## config.mk

```make
export PLATFORM = sky130hd
export DESIGN_NAME = voice_mixer
export DESIGN_NICKNAME = d
export VERILOG_FILES = /design/src/rtl/iscore_audio_pkg.sv /design/src/rtl/mix_saturate.sv /design/src/rtl/voice_mixer.sv
export SDC_FILE = /design/constraint.sdc
export NUM_CORES = 1
export LEC_CHECK = 0
export ABC_AREA = 1
export CELL_PAD_IN_SITES_DETAIL_PLACEMENT = 1
export CELL_PAD_IN_SITES_GLOBAL_PLACEMENT = 2
export CORE_ASPECT_RATIO = 1.75
export CORE_MARGIN = 5
export CORE_UTILIZATION = 28
export CTS_CLUSTER_SIZE = 20
export DETAILED_ROUTE_END_ITERATION = 7
export MAX_ROUTING_LAYER = met4
export PLACE_DENSITY = 0.81
export SLEW_MARGIN = 20
export SYNTH_ARGS = -nofsm -noshare
export SYNTH_HDL_FRONTEND = slang
export SYNTH_SLANG_ARGS = --single-unit
```

## constraint.sdc

```tcl
create_clock -name clk -period 4.55 [get_ports clk]
set_clock_uncertainty 0.1 [all_clocks]
set_input_delay 0.91 -clock clk [delete_from_list [all_inputs] [get_ports clk]]
set_output_delay 0.91 -clock clk [all_outputs]
set_load 0.005 [all_outputs]
```

## src/rtl/iscore_audio_pkg.sv

```systemverilog
// Shared audio definitions: default sample width, mixer FSM encoding and
// saturation bounds for the default sample width.
package iscore_audio_pkg;

    localparam int unsigned SAMPLE_W_DEF = 16;

    // Signed clamp limits for a SAMPLE_W_DEF-bit sample.
    localparam int SAT_MAX = (2 ** (SAMPLE_W_DEF - 1)) - 1;
    localparam int SAT_MIN = -(2 ** (SAMPLE_W_DEF - 1));

    typedef enum logic [1:0] {
        IDLE    = 2'd0,
        REQ     = 2'd1,
        COLLECT = 2'd2,
        OUT     = 2'd3
    } mix_state_e;

endpackage

```

## src/rtl/mix_saturate.sv

```systemverilog
// Combinational signed clamp from IN_W bits down to OUT_W bits (IN_W >= OUT_W).
// Ports:
//   din_i   signed IN_W  value to clamp
//   dout_c  signed OUT_W clamped value in [-2^(OUT_W-1), 2^(OUT_W-1)-1]
module mix_saturate #(
    parameter int unsigned IN_W  = 18,
    parameter int unsigned OUT_W = 16
) (
    input  logic signed [IN_W-1:0]  din_i,
    output logic signed [OUT_W-1:0] dout_c
);

    // Bounds expressed at the input width so the comparison is full-precision.
    localparam logic signed [IN_W-1:0] MAX_V = {{(IN_W - OUT_W + 1){1'b0}}, {(OUT_W - 1){1'b1}}};
    localparam logic signed [IN_W-1:0] MIN_V = {{(IN_W - OUT_W + 1){1'b1}}, {(OUT_W - 1){1'b0}}};

    always_comb begin
        dout_c = OUT_W'(din_i);
        if (din_i > MAX_V) begin
            dout_c = OUT_W'(MAX_V);
        end else if (din_i < MIN_V) begin
            dout_c = OUT_W'(MIN_V);
        end
    end

endmodule

```

## src/rtl/voice_mixer.sv

```systemverilog
// Mixes NUM_VOICES signed voice samples into one saturated codec sample.
// A codec request broadcasts generate_next_sample, the enabled voices are
// collected (with a timeout), and the clamped sum is presented with a
// one-cycle mix_valid strobe.
// Configuration: define VOICE_MIXER_ATTEN_EN to add mix_shift[1:0], an
// arithmetic right shift applied to the sum before saturation.
// Ports:
//   clk, reset (async, active-low)
//   codec_sample_req      in   request pulse (ignored while busy)
//   voice_enable          in   per-voice enable, latched on request
//   mix_shift             in   attenuation shift (VOICE_MIXER_ATTEN_EN only)
//   generate_next_sample  out  one-cycle broadcast to voices
//   voice_sample_ready    in   per-voice sample strobe
//   voice_samples         in   packed signed voice samples
//   mix_sample_out        out  saturated mix, held until next mix_valid
//   mix_valid             out  one-cycle strobe with new mix
//   busy                  out  high outside IDLE
//   timeout_err           out  sticky missed-deadline flag, cleared by reset
module voice_mixer
    import iscore_audio_pkg::*;
#(
    parameter int unsigned NUM_VOICES = 3,
    parameter int unsigned SAMPLE_W   = SAMPLE_W_DEF,
    parameter int unsigned TIMEOUT    = 255
) (
    input  logic                           clk,
    input  logic                           reset,
    input  logic                           codec_sample_req,
    input  logic [NUM_VOICES-1:0]          voice_enable,
`ifdef VOICE_MIXER_ATTEN_EN
    input  logic [1:0]                     mix_shift,
`endif
    output logic                           generate_next_sample,
    input  logic [NUM_VOICES-1:0]          voice_sample_ready,
    input  logic [NUM_VOICES*SAMPLE_W-1:0] voice_samples,
    output logic signed [SAMPLE_W-1:0]     mix_sample_out,
    output logic                           mix_valid,
    output logic                           busy,
    output logic                           timeout_err
);

    localparam int unsigned ACC_W = SAMPLE_W + $clog2(NUM_VOICES + 1);
    localparam int unsigned CNT_W = $clog2(TIMEOUT + 1);

    mix_state_e                  state_q, state_d;
    logic signed [ACC_W-1:0]     acc_q, acc_d;
    logic [NUM_VOICES-1:0]       pending_q, pending_d;
    logic [CNT_W-1:0]            cnt_q, cnt_d;
    logic                        terr_q, terr_d;
    logic                        gen_q, valid_q, busy_q;
    logic signed [SAMPLE_W-1:0]  mix_q;
    logic signed [ACC_W-1:0]     mix_src;
    logic signed [SAMPLE_W-1:0]  sat_c;

    // Next-state, accumulator, pending mask and timeout counter.
    always_comb begin
        state_d   = state_q;
        acc_d     = acc_q;
        pending_d = pending_q;
        cnt_d     = cnt_q;
        terr_d    = terr_q;
        case (state_q)
            IDLE: begin
                if (codec_sample_req) begin
                    pending_d = voice_enable;
                    acc_d     = '0;
                    state_d   = (voice_enable == '0) ? OUT : REQ;
                end
            end
            REQ: begin
                acc_d   = '0;
                cnt_d   = '0;
                state_d = COLLECT;
            end
            COLLECT: begin
                for (int unsigned i = 0; i < NUM_VOICES; i++) begin
                    if (voice_sample_ready[i] && pending_q[i]) begin
                        acc_d        = acc_d + ACC_W'($signed(voice_samples[i*SAMPLE_W +: SAMPLE_W]));
                        pending_d[i] = 1'b0;
                    end
                end
                // A voice arriving in the final cycle still counts as on time.
                if (pending_d == '0) begin
                    state_d = OUT;
                end else if (cnt_q == CNT_W'(TIMEOUT - 1)) begin
                    terr_d    = 1'b1;
                    pending_d = '0;
                    state_d   = OUT;
                end else begin
                    cnt_d = cnt_q + 1'b1;
                end
            end
            OUT: begin
                state_d = IDLE;
            end
            default: begin
                state_d = IDLE;
            end
        endcase
    end

`ifdef VOICE_MIXER_ATTEN_EN
    assign mix_src = acc_d >>> mix_shift;
`else
    assign mix_src = acc_d;
`endif

    mix_saturate #(
        .IN_W  (ACC_W),
        .OUT_W (SAMPLE_W)
    ) u_sat (
        .din_i  (mix_src),
        .dout_c (sat_c)
    );

    // Outputs are registered from the next state so they line up with it.
    always_ff @(posedge clk or negedge reset) begin
        if (!reset) begin
            state_q   <= IDLE;
            acc_q     <= '0;
            pending_q <= '0;
            cnt_q     <= '0;
            terr_q    <= 1'b0;
            gen_q     <= 1'b0;
            valid_q   <= 1'b0;
            busy_q    <= 1'b0;
            mix_q     <= '0;
        end else begin
            state_q   <= state_d;
            acc_q     <= acc_d;
            pending_q <= pending_d;
            cnt_q     <= cnt_d;
            terr_q    <= terr_d;
            gen_q     <= (state_d == REQ);
            valid_q   <= (state_d == OUT);
            busy_q    <= (state_d != IDLE);
            if (state_d == OUT) begin
                mix_q <= sat_c;
            end
        end
    end

    assign generate_next_sample = gen_q;
    assign mix_valid            = valid_q;
    assign busy                 = busy_q;
    assign timeout_err          = terr_q;
    assign mix_sample_out       = mix_q;

endmodule

```

==> impl_metrics.csv <==
group,metric,value,unit
outcome,outcome,"complete, but fails checks",
outcome,violations,"negative setup slack",
setup_path,critPathMostFrequentCell,"nand2_2",
synthesis,syn_area,5820,sq um
global_routing,grt_overflow_total,0,
layout,area_delta_synth_final,76.1,%
floorplan,core_area,20400,sq um
layout,layout.nets,1324,
clock_network,clockBufferDepth,2,
setup_path,reg2reg_slack,-530,ps
setup_path,endpoint_kind,"flop",
clock_network,tritoncts,"built",
timing,drv_slew,0,
layout,multiInputGateArea,5440,sq um
timing,hold_viol_final,0,
synthesis,yosysSeqAreaShare,0.219,
setup_path,path_class,"input pin to flop",
floorplan,start_util,0.285,
clock_network,htree_levels,2,
clock_network,clkTransAtPathRegs,70,ps
placement,pre_cts_ws,-1890,ps
detailed_routing,drc,0,
timing,fmax,189,MHz
detailed_routing,drtPass1Iterations,4,
synthesis,synth-seq-cells,51,
min_path,hp-class,"flop to flop",
timing,setup_viol,28,
placement,postPlaceCellArea,8480,sq um
detailed_routing,routed_wl,27.0,mm
setup_path,crit_path_start_kind,"input pin",
detailed_routing,vias,7196,
floorplan,top_level_ports,77,
detailed_routing,antenna_left,0,
floorplan,die_h,201,microns
pwr,power.total,7.31,mW
synthesis,netlist_instances,900,
setup_path,cp_max_fo,6,
floorplan,die_area,23900,sq um
placement,io_buffers,76,
timing,worstMarginPinSlew,733,ps
setup_path,cp.arrival,5420,ps
pwr,ir_worst_vdd,0.367,mV
placement,dp_hpwl,20.9,mm
clock_network,clkSinkCount,51,
floorplan,rows,69,
synthesis,yosys_warnings,0,
clock_network,cts_inserted_buffers,5,
timing,fin_setup_tns,-15860,ps
clock_network,postCtsHoldBufs,0,
pwr,pwr-share-seq,0.106,
setup_path,cp-startpoint,"voice_samples[0]",
setup_path,r2r_end,"mix_sample_out[3]$_DFFE_PN0P_",
setup_path,critPathMaxStageDelay,350,ps
detailed_routing,wl_per_cell,18.6,microns
synthesis,syn_nets,1020,
clock_network,clk_latency,300,ps
pwr,p_leak,5.04,nW
pwr,pwr-share-clk,0.054,
placement,gp_congestion,0.933,
global_routing,grt_pass1_wl,40.9,mm
global_routing,grt_max_degree,32,
pwr,p_sw_frac,0.488,
synthesis,synth_edf_count,0,
layout,drive_above_1_share,0.453,
setup_path,rr_startpoint,"acc_q[5]$_DFF_PN0_",
detailed_routing,drt_iter0_markers,251,
timing,layout_setup_ws,-741,ps
synthesis,synth_top_flop_cell,"dfrtp_1",
timing,slew_headroom,0.511,
setup_path,critPathRequiredTime,4680,ps
floorplan,die_w,119,microns
timing,fin_crit,5290,ps
global_routing,grt_antenna_before_repair,0,
synthesis,async_reset_ff_frac,1.00,
layout,fin_area,10200,sq um
setup_path,path_buf_inv,8,
pwr,switching_power,3.57,mW
pwr,powerDensity,713,nW/um^2
setup_path,cpLargestDelayFamily,"simple AND/OR/NAND/NOR gates",
synthesis,synth_cell_type_count,47,
pwr,power.internal,3.74,mW
setup_path,cp_slowest_cell,"fa_2",
layout,diodes,0,
pwr,p_comb_frac,0.840,
timing,fin_crit_sh,1.16,
synthesis,syn_avg_cell_area,6.46,sq um
layout,regArea,1280,sq um
flow_run,drv_cap,0,
timing,rsz0062_at_grt,"yes",
layout,fillCellCount,2495,
setup_path,crit_cells,38,
global_routing,gr-usage-all-layers,0.222,
clock_network,cts_root_buffer,"clkbuf_16",
setup_path,crit_end,"mix_sample_out[11]$_DFFE_PN0P_",
timing,fin_hold_ws,395,ps
detailed_routing,avgViaCountPerCell,4.95,
global_routing,grt_pass1_vias,7896,
setup_path,rr_worst_depth,36,
-- final cells by class --
cell class              count  share of cell area
clock inverters             3             0.00257
multi-input cells         707               0.531
inverters                 131              0.0489
clock buffers               5              0.0122
flip-flops and latches     51               0.125
repair buffers            308               0.250
well taps                 248              0.0303
-- how the worst min path moves through the flow --
stage / to / cells after the start / start
3_5_place_dp: mix_sample_out[15]$_DFFE_PN0P_ / 2 / mix_sample_out[15]$_DFFE_PN0P_
6_report: timeout_err$_DFFE_PN0P_ / 1 / timeout_err$_DFFE_PN0P_
2_1_floorplan: timeout_err$_DFFE_PN0P_ / 1 / timeout_err$_DFFE_PN0P_
4_1_cts: timeout_err$_DFFE_PN0P_ / 1 / timeout_err$_DFFE_PN0P_
5_1_grt: timeout_err$_DFFE_PN0P_ / 1 / timeout_err$_DFFE_PN0P_
3_3_place_gp: timeout_err$_DFFE_PN0P_ / 1 / timeout_err$_DFFE_PN0P_
-- per-layer routing --
| metal | up-vias | track usage | wire length (microns) |
|---|---|---|---|
| met2 | 143 | 0.429 | 15200 |
| met4 | 0 | 0.114 | 1740 |
| met3 | 68 | 0.0155 | 494 |
| met5 | - | - | 0 |
| li1 | 3519 | - | - |
| met1 | 3466 | 0.218 | 9560 |
-- cell usage after synthesis (all sizes together), types with 5 or more instances --
cell type / n / share of area
nand2: 290 / 0.20
inv: 128 / 0.083
a21oi: 79 / 0.076
nor2: 78 / 0.052
ha: 60 / 0.13
nand3: 52 / 0.050
dfrtp: 51 / 0.22
o21ai: 50 / 0.044
o21bai: 12 / 0.015
xor2: 11 / 0.017
clkbuf: 10 / 0.0065
xnor2: 10 / 0.015
nand4: 9 / 0.0097
nor3: 8 / 0.0077
or2: 8 / 0.0086
nand3b: 5 / 0.0086
-- power groups by stage --
| stage | Sequential, mW | Combinational, mW | Clock (mW) |
|---|---|---|---|
| after floorplan | 0.724 | 2.60 | 0 |
| after global placement | 0.766 | 4.60 | 0 |
| after detailed placement | 0.766 | 4.70 | 0 |
| after CTS | 0.778 | 5.66 | 0.405 |
| after global routing | 0.793 | 6.62 | 0.422 |
| final | 0.777 | 6.14 | 0.395 |
-- sequential cells by signal, indices dropped and copies added, names as in the netlist --
signal / count
pending_q: 3
cnt_q: 8
generate_next_sample: 1
state_q: 2
acc_q: 18
busy: 1
timeout_err: 1
mix_valid: 1
mix_sample_out: 16
-- metrics by stage --
stage	std cells	utilization
final	1453	0.503
after detailed placement	1390	0.416
after global placement	1390	0.416
after floorplan	900	-
after global routing	1453	0.503
after CTS	1442	0.483
-- logic make-up (layout without fill, tap and decap cells) --
logic type	Yosys count	in the layout	share of synthesized area
adders and majority gates	63	63	0.139
xor gates and xnor gates	21	21	0.0316
DFF	51	51	0.219
buffers and inverters	143	447	0.0970
AOI/OAI and AO/OA	165	165	0.166
and+or+nand+nor	456	457	0.345
muxes	1	1	0.00172
-- repair_timing --
item / 4_1_cts / 5_1_grt
cloned: 1 / 0
buffers inserted: 43 / 11
endpoints found under the setup margin: 31 / 29
gates resized for setup: 241 / 82
pin swaps: 124 / 75
-- cell usage in the layout (no fill, tap or decap), types with 20 or more instances in the layout --
cell type and count:
a21oi_1 29, a21oi_2 42, buf_4 216, clkdlybuf4s50_1 60, dfrtp_1 51, ha_1 21, ha_4 38, inv_1 96
inv_2 31, nand2_1 196, nand2_2 57, nand2_4 34, nand3_1 34, nor2_1 60, o21ai_0 20
Note: power is estimated with default switching activity, not from simulation.
